### src/rtl/dac_update_scheduler.sv
// dac_update_scheduler: per-channel coalescing hold registers with a round-robin
// issue to the single DAC link. Define DAC_SCHED_STATS_EN for the coalesce counter.
module dac_update_scheduler #(
    parameter int N_CHAN = 8,
    parameter int W_CHAN = 4,
    parameter int W_DATA = 16
) (
    input  logic              clk_in,
    input  logic              rst_n_in,
    input  logic              dv_in,
    input  logic [W_CHAN-1:0] chan_in,
    input  logic [W_DATA-1:0] data_in,
    input  logic [N_CHAN-1:0] chan_en_in,
    input  logic              wr_done_in,
    output logic              dv_out,
    output logic [W_CHAN-1:0] chan_out,
    output logic [W_DATA-1:0] data_out,
    output logic              busy_out,
`ifdef DAC_SCHED_STATS_EN
    input  logic              stats_clr_in,
    output logic [15:0]       coalesce_cnt_out,
`endif
    output logic [N_CHAN-1:0] pending_out
);

    typedef enum logic [1:0] {
        S_IDLE,
        S_ISSUE,
        S_WAIT
    } state_t;

    state_t              r_state;
    logic                r_dv;
    logic                r_busy;
    logic [W_CHAN-1:0]   r_chan;
    logic [W_CHAN-1:0]   r_last;
    logic [W_DATA-1:0]   r_data;
    logic [N_CHAN-1:0]   r_pending;
    logic [W_DATA-1:0]   r_hold [N_CHAN];

    logic [N_CHAN-1:0]   w_cap;
    logic [N_CHAN-1:0]   w_clr;
    logic [N_CHAN-1:0]   w_elig;
    logic                w_any;
    logic                w_grant;
    logic [W_CHAN-1:0]   w_win;
    logic [W_DATA-1:0]   w_win_data;

    // Decode the incoming strobe; out-of-range channels match nothing.
    always_comb begin
        w_cap = '0;
        for (int c = 0; c < N_CHAN; c++) begin
            w_cap[c] = dv_in && (chan_in == W_CHAN'(c));
        end
    end

    assign w_elig = r_pending & chan_en_in;

    // Round-robin pick: first eligible above the last grant, else lowest eligible.
    always_comb begin
        w_any = 1'b0;
        w_win = '0;
        for (int c = 0; c < N_CHAN; c++) begin
            if (!w_any && w_elig[c] && (W_CHAN'(c) > r_last)) begin
                w_any = 1'b1;
                w_win = W_CHAN'(c);
            end
        end
        for (int c = 0; c < N_CHAN; c++) begin
            if (!w_any && w_elig[c]) begin
                w_any = 1'b1;
                w_win = W_CHAN'(c);
            end
        end
    end

    // Select the winner's held code and its pending-clear strobe.
    always_comb begin
        w_win_data = '0;
        w_clr      = '0;
        for (int c = 0; c < N_CHAN; c++) begin
            if (w_win == W_CHAN'(c)) begin
                w_win_data = r_hold[c];
                w_clr[c]   = w_grant;
            end
        end
    end

    assign w_grant = (r_state == S_IDLE) && w_any;

    // Hold registers and pending flags; a capture on the grant edge wins over the clear.
    always_ff @(posedge clk_in or negedge rst_n_in) begin
        if (!rst_n_in) begin
            r_pending <= '0;
            for (int c = 0; c < N_CHAN; c++) begin
                r_hold[c] <= '0;
            end
        end else begin
            r_pending <= (r_pending & ~w_clr) | w_cap;
            for (int c = 0; c < N_CHAN; c++) begin
                if (w_cap[c]) begin
                    r_hold[c] <= data_in;
                end
            end
        end
    end

    // Issue FSM with registered strobe, busy flag and issued channel/code.
    always_ff @(posedge clk_in or negedge rst_n_in) begin
        if (!rst_n_in) begin
            r_state <= S_IDLE;
            r_dv    <= 1'b0;
            r_busy  <= 1'b0;
            r_chan  <= '0;
            r_data  <= '0;
            r_last  <= W_CHAN'(N_CHAN - 1);
        end else begin
            unique case (r_state)
                S_IDLE: begin
                    if (w_any) begin
                        r_chan  <= w_win;
                        r_data  <= w_win_data;
                        r_last  <= w_win;
                        r_dv    <= 1'b1;
                        r_busy  <= 1'b1;
                        r_state <= S_ISSUE;
                    end
                end
                S_ISSUE: begin
                    r_dv <= 1'b0;
                    if (wr_done_in) begin
                        r_busy  <= 1'b0;
                        r_state <= S_IDLE;
                    end else begin
                        r_state <= S_WAIT;
                    end
                end
                S_WAIT: begin
                    if (wr_done_in) begin
                        r_busy  <= 1'b0;
                        r_state <= S_IDLE;
                    end
                end
                default: begin
                    r_dv    <= 1'b0;
                    r_busy  <= 1'b0;
                    r_state <= S_IDLE;
                end
            endcase
        end
    end

`ifdef DAC_SCHED_STATS_EN
    logic [15:0] r_coal_cnt;
    logic        w_coal;

    assign w_coal = |(w_cap & r_pending);

    // Saturating count of overwrites of still-pending samples; clear has priority.
    always_ff @(posedge clk_in or negedge rst_n_in) begin
        if (!rst_n_in) begin
            r_coal_cnt <= '0;
        end else if (stats_clr_in) begin
            r_coal_cnt <= '0;
        end else if (w_coal && (r_coal_cnt != 16'hFFFF)) begin
            r_coal_cnt <= r_coal_cnt + 16'd1;
        end
    end

    assign coalesce_cnt_out = r_coal_cnt;
`endif

    assign dv_out      = r_dv;
    assign busy_out    = r_busy;
    assign chan_out    = r_chan;
    assign data_out    = r_data;
    assign pending_out = r_pending;

endmodule

### config.mk
export PLATFORM = sky130hd
export DESIGN_NAME = dac_update_scheduler
export DESIGN_NICKNAME = d
export VERILOG_FILES = /design/src/rtl/dac_update_scheduler.sv
export SDC_FILE = /design/constraint.sdc
export NUM_CORES = 1
export LEC_CHECK = 0
export ABC_CLOCK_PERIOD_IN_PS = 2600
export CORE_MARGIN = 1
export CORE_UTILIZATION = 25
export DETAILED_ROUTE_END_ITERATION = 8
export GPL_ROUTABILITY_DRIVEN = 1
export PLACE_DENSITY = 0.54
export SYNTH_ARGS = -nofsm -noshare
export SYNTH_HDL_FRONTEND = slang
export SYNTH_SLANG_ARGS = --single-unit
### constraint.sdc
create_clock -name clk_in -period 2.6 [get_ports clk_in]
set_input_delay 0.52 -clock clk_in [delete_from_list [all_inputs] [get_ports clk_in]]
set_output_delay 0.52 -clock clk_in [all_outputs]
set_load 0.02 [all_outputs]
Yosys cells after proc, flatten, opt, wreduce, memory -nomap -nowiden
Index checks and enable logic that the tools add are counted.
{"block": "word_totals", "reg_bits": 164, "in_bits": 32, "output_inout_bits": 30, "word_cells": 157}
{"block": "classes", "n_lt_le_gt_ge": 8, "eq_ne": 19, "n_mux": 55, "bitwise": 5, "n_reduce_logical": 55}
{"cell": "16-bit 2-to-1 mux", "n": 8}
{"cell": "4-bit 2-to-1 mux", "n": 14}
{"cell": "4-bit by 3-bit == test with 1-bit output, second input constant", "n": 8}
{"cell": "1-bit logical AND", "n": 32}
{"cell": "1-bit 2-to-1 mux", "n": 27}
{"cell": "8-bit bitwise AND", "n": 2}
{"cell": "4-bit by 2-bit == test with 1-bit output, second input constant", "n": 4}
{"cell": "3-bit by 4-bit greater-than comparator with 1-bit output, first input constant", "n": 4}
{"cell": "1-bit logical NOT", "n": 15}
{"cell": "4-bit by 1-bit == test with 1-bit output, second input constant", "n": 2}
{"cell": "1-bit by 4-bit greater-than comparator with 1-bit output, first input constant", "n": 2}
{"cell": "2-bit by 4-bit greater-than comparator with 1-bit output, first input constant", "n": 2}
{"cell": "4-bit logical NOT", "n": 2}
{"cell": "8-bit NOT", "n": 1}
{"cell": "8-bit bitwise OR", "n": 1}
{"cell": "2-bit AND reduction", "n": 4}
{"cell": "2-bit 2-to-1 mux", "n": 3}
{"cell": "2-bit one-hot mux with 3 select lines", "n": 1}
{"cell": "2-bit != test, second input constant", "n": 2}
{"cell": "1-bit one-hot mux with 2 select lines", "n": 2}
{"cell": "2-bit by 1-bit == test with 1-bit output, second input constant", "n": 1}
{"cell": "2-bit == test, second input constant", "n": 1}
{"cell": "2-bit logical NOT", "n": 1}
{"cell": "2-bit by 1-bit != test with 1-bit output, second input constant", "n": 1}
{"cell": "other kinds (2)", "n": 2}

Longest topological paths before layout
Gate-level depths: netlist of the first run.
{"block": "logic_depth", "word_depth": 64, "ltp_mapped": 12, "mapped_depth_nobuf": 8}

Worst setup path after synthesis of the first run
OpenSTA, ideal clock, no wires.
{"block": "synth_timing", "path_kind": "reg-to-reg", "startpoint": "register r_last[2]", "endpoint": "register r_data[10] (netlist: data_out[10])", "setup_ns": 0.126, "arrival_ns": 2.636, "required_ns": 2.474, "path_slack_ns": -0.162, "stages_incl_launch_ff": 10, "path_buffers": 2, "period_less_slack_ns": 2.762, "path_cell_list": "dfstp_2 -> buf_6 -> and3_1 -> or2_1 -> o21ai_1 -> o21a_2 -> nor2_1 -> buf_1 -> mux2_2 -> a221o_1"}
{"block": "synth_via", "elab_chain_len": 64, "word_cells_on_any_way": 94, "cone_classes": "8 x order compare; 7 x eq/ne; 39 x mux; 40 x reduce/logical"}
{"item": "start: declaration", "line": "36", "text": "logic [W_CHAN-1:0] r_last;"}
{"item": "start signal: assignment", "line": "116", "text": "r_last <= W_CHAN'(N_CHAN - 1);"}
{"item": "start signal: assignment", "line": "123", "text": "r_last <= w_win;"}
{"item": "1-bit by 4-bit greater-than comparator with 1-bit output", "line": "64", "text": "if (!w_any && w_elig[c] && (W_CHAN'(c) > r_last)) begin"}
{"item": "1-bit logical AND", "line": "64"}
{"item": "1-bit 2-to-1 mux", "line": "64"}
{"item": "1-bit logical NOT", "line": "64"}
{"item": "1-bit logical AND (2 in series)", "line": "64"}
{"item": "1-bit 2-to-1 mux", "line": "64"}
{"item": "1-bit logical NOT", "line": "64"}
{"item": "1-bit logical AND (2 in series)", "line": "64"}
{"item": "[39 not listed]"}
{"item": "1-bit logical NOT", "line": "70", "text": "if (!w_any && w_elig[c]) begin"}
{"item": "1-bit logical AND", "line": "70"}
{"item": "1-bit 2-to-1 mux", "line": "70"}
{"item": "1-bit logical NOT", "line": "70"}
{"item": "1-bit logical AND", "line": "70"}
{"item": "4-bit 2-to-1 mux", "line": "70"}
{"item": "4-bit logical NOT", "line": "82", "text": "if (w_win == W_CHAN'(c)) begin"}
{"item": "16-bit 2-to-1 mux (8 in series)", "line": "82"}
{"item": "end signal: assignment", "line": "122", "text": "r_data <= w_win_data;"}
{"item": "end: declaration", "line": "37", "text": "logic [W_DATA-1:0] r_data;"}
Several ways; a longest one is shown, not always the timed one.
A chain may end at the register's enable or synchronous reset.

Worst setup path after layout of the first run
{"block": "layout_timing", "startpoint": "register r_last[2]", "endpoint": "register r_data[15] (netlist: data_out[15])"}
Same word-level chain as after synthesis.

==> key figures, run 1 <==
Routing
  • Iteration count of the initial detailed-routing pass: 5
  • Antenna-violating nets left: 0
  • DRT Wirelength: 22,500 um
  • Via-to-Cell Ratio: 4.91
  • Average wire per standard cell: 19.1 um
  • DRC violations left: 0
  • Via total after detailed routing: 5,779
  • Drt first-iter violations: 329

Floorplan
  • Boundary Pins: 62
  • Chip height: 179 um
  • Number of core rows: 64
  • Die area: 0.0319 mm^2
  • Chip Width: 179 um
  • Core region area: 0.0307 mm^2
  • Initial cell density of the core: 25.4%

Placed design
  • Placed inst area: 0.00953 mm^2
  • Count of port buffers added during placement: 60
  • Setup slack after placement: -0.714 ns
  • Detailed Place HPWL: 14,600 um
  • Placer congestion estimate: 0.833
  • Post-Place Cells: 1,126

Timing
  • Hold_ws: 0.0245 ns
  • Pins over their slew limit: 0
  • Min cycle time layout: 2.84 ns
  • Worst-Margin Slew: 0.763 ns
  • Final hold vios: 0
  • Skew final: 0.0119 ns
  • Setup violations, final: 17
  • Tcrit/Tclk final: 109%
  • Min setup slack post-route: -0.241 ns
  • Fmax: 352 MHz
  • Post-Route Setup TNS: -2.97 ns
  • RSZ-0062 raised after global routing: true
  • Max transition margin: 49.1%

Logic synthesis
  • Fraction of post-synthesis cell area in the top cell type by area: 51.0%
  • Biggest area contributors in the synthesized netlist: sky130_fd_sc_hd__dfrtp_1 51%, sky130_fd_sc_hd__mux2_2 21%, sky130_fd_sc_hd__nand2_1 3.2%
  • Area of the mapped netlist: 0.00780 mm^2
  • Dominant cell type by area after synthesis: sky130_fd_sc_hd__dfrtp_1
  • Asr flop ratio synth: 100%
  • Most used DFF post-synth: sky130_fd_sc_hd__dfrtp_1
  • Number of enable flip-flop cells after synthesis: 0
  • Mean instance size in the synthesized netlist: 12.5 um^2
  • Synth Register Bits: 162
  • Distinct cells, synth: 60
  • Register area share after synthesis: 52.0%
  • Synth warn: 0
  • Post-Synthesis Cells: 623
  • Net Count, Synth: 658

Worst setup path
  • Worst R2R Setup Slack: -0.24 ns
  • Capturing element type of the critical path: flop
  • Largest driver fanout on the critical path: 8
  • Startpoint Class: flop
  • Signal arrival time at the worst endpoint: 3.15 ns
  • Worst Setup Path Type: flop to flop
  • Worst EP required: 2.91 ns
  • R2r worst-path depth: 10

Layout
  • Ratio of cells with drive above 1 in the final layout: 42.6%
  • Highest-count cells in the layout ignoring fill and taps: 159 x sky130_fd_sc_hd__dfrtp_1, 144 x sky130_fd_sc_hd__mux2_2, 78 x sky130_fd_sc_hd__buf_4
  • Area of all placed cells without fillers: 0.0106 mm^2
  • Layout Utilization: 34.6%
  • Inserted Diodes: 0
  • Synth-to-layout area growth: 36.0%
  • Final Net Count: 804
  • Non-Filler Instances: 1,178
  • Most common cell after layout, fill and taps aside: sky130_fd_sc_hd__dfrtp_1

Global route
  • Pin count of the biggest net entering global routing: 57
  • First-pass GRT wire length: 35,200 um
  • Vias in the first global route: 6,024
  • Initial antenna violation count: 0
  • Overall Global Routing Usage: 14.6%
  • Overflow left after global routing: 0

Outcome
  • Violations in the final reports: negative setup slack
  • Outcome: finished, violations left

Clock tree
  • Worst skew pair latency: 0.43 ns
  • Number of buffers inserted for hold repair after clock tree synthesis: 0
  • TritonCTS Buffers: 17
  • Cell at the root of the clock tree: sky130_fd_sc_hd__clkbuf_16
  • Maximum root-to-sink buffer count: 2
  • Sink Count: 162
  • Count of H-tree levels built during CTS: 4
  • Clock transition at the registers of the reported paths: 0.07 ns
  • CTS tree: done

Power
  • Switching power summed over all nets: 5.29 mW
  • Power per cell area: 1350 mW/mm^2
  • Combinational share of power: 55.2%
  • Proportion of power drawn by flip-flops and latches: 26.2%
  • Switch share: 37.0%
  • Static Leak: 4.47 nW
  • Worst ir drop on vdd: 0.613 mV
  • Power, Total: 14.3 mW
  • Proportion of power drawn by the clock network: 18.6%
  • P_int: 8.99 mW

Hold path
  • Hold Path Class: input pin to asynchronous set/reset pin

Run
  • Reported max-cap violation count: 0
==> cell type report <==
| cell class | instances | area, um^2 |
|---|---|---|
| fillers | 3032 | 20100 |
| flip-flops and latches | 162 | 4060 |
| multi-input cells | 419 | 3760 |
| repair buffers | 166 | 1670 |
| well taps | 396 | 495 |
| clock buffers | 23 | 458 |
| clock inverters | 9 | 159 |
| inverters | 3 | 11.3 |
==> flip-flops by register name (all words and copies together) (netlist names) <==
signal       count
chan_out         3
r_state          2
data_out        16
pending_out      8
r_hold         128
busy_out         1
dv_out           1
r_last           3
==> kinds of logic (layout without fill, tap and decap cells) <==
| group | count (synthesis) | count (layout) | share of synthesized area, % |
|---|---|---|---|
| adders and majority gates | 3 | 3 | 0.481 |
| muxes | 162 | 162 | 23.4 |
| AOI/OAI and AO/OA | 127 | 127 | 13.2 |
| and+or+nand+nor | 126 | 126 | 8.12 |
| other | 1 | 1 | 0.0481 |
| DFF | 162 | 162 | 52.0 |
| buffers and inverters | 42 | 201 | 2.74 |
==> per-layer routing <==
| layer | GRT usage (%) | vias to the layer above | share of wire (%) |
|---|---|---|---|
| met5 | 0 | - | 0 |
| li1 | - | 2649 | - |
| met4 | 4.73 | 0 | 2.1 |
| met2 | 24.0 | 123 | 48 |
| met3 | 3.05 | 36 | 4.0 |
| met1 | 19.2 | 2971 | 45 |
==> power groups by stage <==
stage / Sequential, mW / Combinational, mW / Clock, mW
after floorplan: 3.88 / 3.63 / 0
after global placement: 3.77 / 6.68 / 0
after detailed placement: 3.77 / 6.73 / 0
after CTS: 3.74 / 7.28 / 2.71
after global routing: 3.84 / 8.43 / 2.83
final: 3.75 / 7.88 / 2.66
==> synthesized netlist by cell type (2+ instances only) <==
master and number:
sky130_fd_sc_hd__a21o_1 6, sky130_fd_sc_hd__a21oi_1 20, sky130_fd_sc_hd__a221o_1 15, sky130_fd_sc_hd__a222oi_1 15, sky130_fd_sc_hd__a22o_1 2, sky130_fd_sc_hd__a22oi_1 4, sky130_fd_sc_hd__a31oi_1 2, sky130_fd_sc_hd__and2_1 5
sky130_fd_sc_hd__and3_1 5, sky130_fd_sc_hd__buf_1 2, sky130_fd_sc_hd__buf_2 6, sky130_fd_sc_hd__buf_4 2, sky130_fd_sc_hd__buf_6 4, sky130_fd_sc_hd__clkbuf_1 24, sky130_fd_sc_hd__dfrtp_1 159, sky130_fd_sc_hd__dfstp_2 3
sky130_fd_sc_hd__ha_1 3, sky130_fd_sc_hd__inv_1 3, sky130_fd_sc_hd__mux2_1 15, sky130_fd_sc_hd__mux2_2 145, sky130_fd_sc_hd__mux2i_1 2, sky130_fd_sc_hd__nand2_1 66, sky130_fd_sc_hd__nand2b_1 2, sky130_fd_sc_hd__nand3_1 6
sky130_fd_sc_hd__nand3b_1 6, sky130_fd_sc_hd__nor2_1 16, sky130_fd_sc_hd__nor2b_1 4, sky130_fd_sc_hd__nor3_2 2, sky130_fd_sc_hd__nor3b_1 4, sky130_fd_sc_hd__nor4_2 2, sky130_fd_sc_hd__o2111ai_1 15, sky130_fd_sc_hd__o211ai_1 16
sky130_fd_sc_hd__o21a_1 6, sky130_fd_sc_hd__o21ai_0 5, sky130_fd_sc_hd__o21ai_1 2, sky130_fd_sc_hd__o221ai_2 2, sky130_fd_sc_hd__o22a_1 2, sky130_fd_sc_hd__o22ai_1 3
==> path summary, 6_finish.rpt <==
check / start / end
max: r_last[2] / data_out[15]
min: rst_n_in / r_hold[87]
max reg2reg: r_last[2] / data_out[15]
min reg2reg: chan_out[2] / chan_out[2]
max in group asynchronous: rst_n_in / r_hold[110]
min in group clk_in: chan_out[2] / chan_out[2]
==> worst max-delay path, stage by stage, from the launching register on <==
cell and delay [ns]:
sky130_fd_sc_hd__dfstp_2 0.63, sky130_fd_sc_hd__buf_6 0.12, sky130_fd_sc_hd__o21a_4 0.14, sky130_fd_sc_hd__nor2_4 0.04, sky130_fd_sc_hd__a311o_1 0.31, sky130_fd_sc_hd__a21oi_4 0.26, sky130_fd_sc_hd__buf_12 0.19, sky130_fd_sc_hd__mux2_4 0.31
sky130_fd_sc_hd__a222oi_1 0.30, sky130_fd_sc_hd__a21oi_1 0.14, sky130_fd_sc_hd__a221o_1 0.28
==> what timing repair did <==
item	CTS	global route
cloned	1	1
pin swaps	5	18
endpoints found under the setup margin	16	22
gates resized for setup	31	36
buffers inserted	11	9
hold endpoints to repair	0	0
Power figures use the tool's default switching activity.
==> inputs of run 2 (changes only) <==
--- a/config.mk
+++ b/config.mk
@@ -5,6 +5,7 @@
 export SDC_FILE = /design/constraint.sdc
 export NUM_CORES = 1
 export LEC_CHECK = 0
+export ABC_AREA = 0
 export ABC_CLOCK_PERIOD_IN_PS = 2600
 export CORE_MARGIN = 1
 export CORE_UTILIZATION = 25
==> results of run 2 <==
The final DEF is identical to that of run 1; final timing and power are the same.
==> inputs of run 3 (changes only) <==
--- a/config.mk
+++ b/config.mk
@@ -11,6 +11,7 @@
 export CORE_UTILIZATION = 25
 export DETAILED_ROUTE_END_ITERATION = 8
 export GPL_ROUTABILITY_DRIVEN = 1
+export GPL_TIMING_DRIVEN = 1
 export PLACE_DENSITY = 0.54
 export SYNTH_ARGS = -nofsm -noshare
 export SYNTH_HDL_FRONTEND = slang
==> results of run 3 <==
The final DEF is identical to that of run 1; final timing and power are the same.
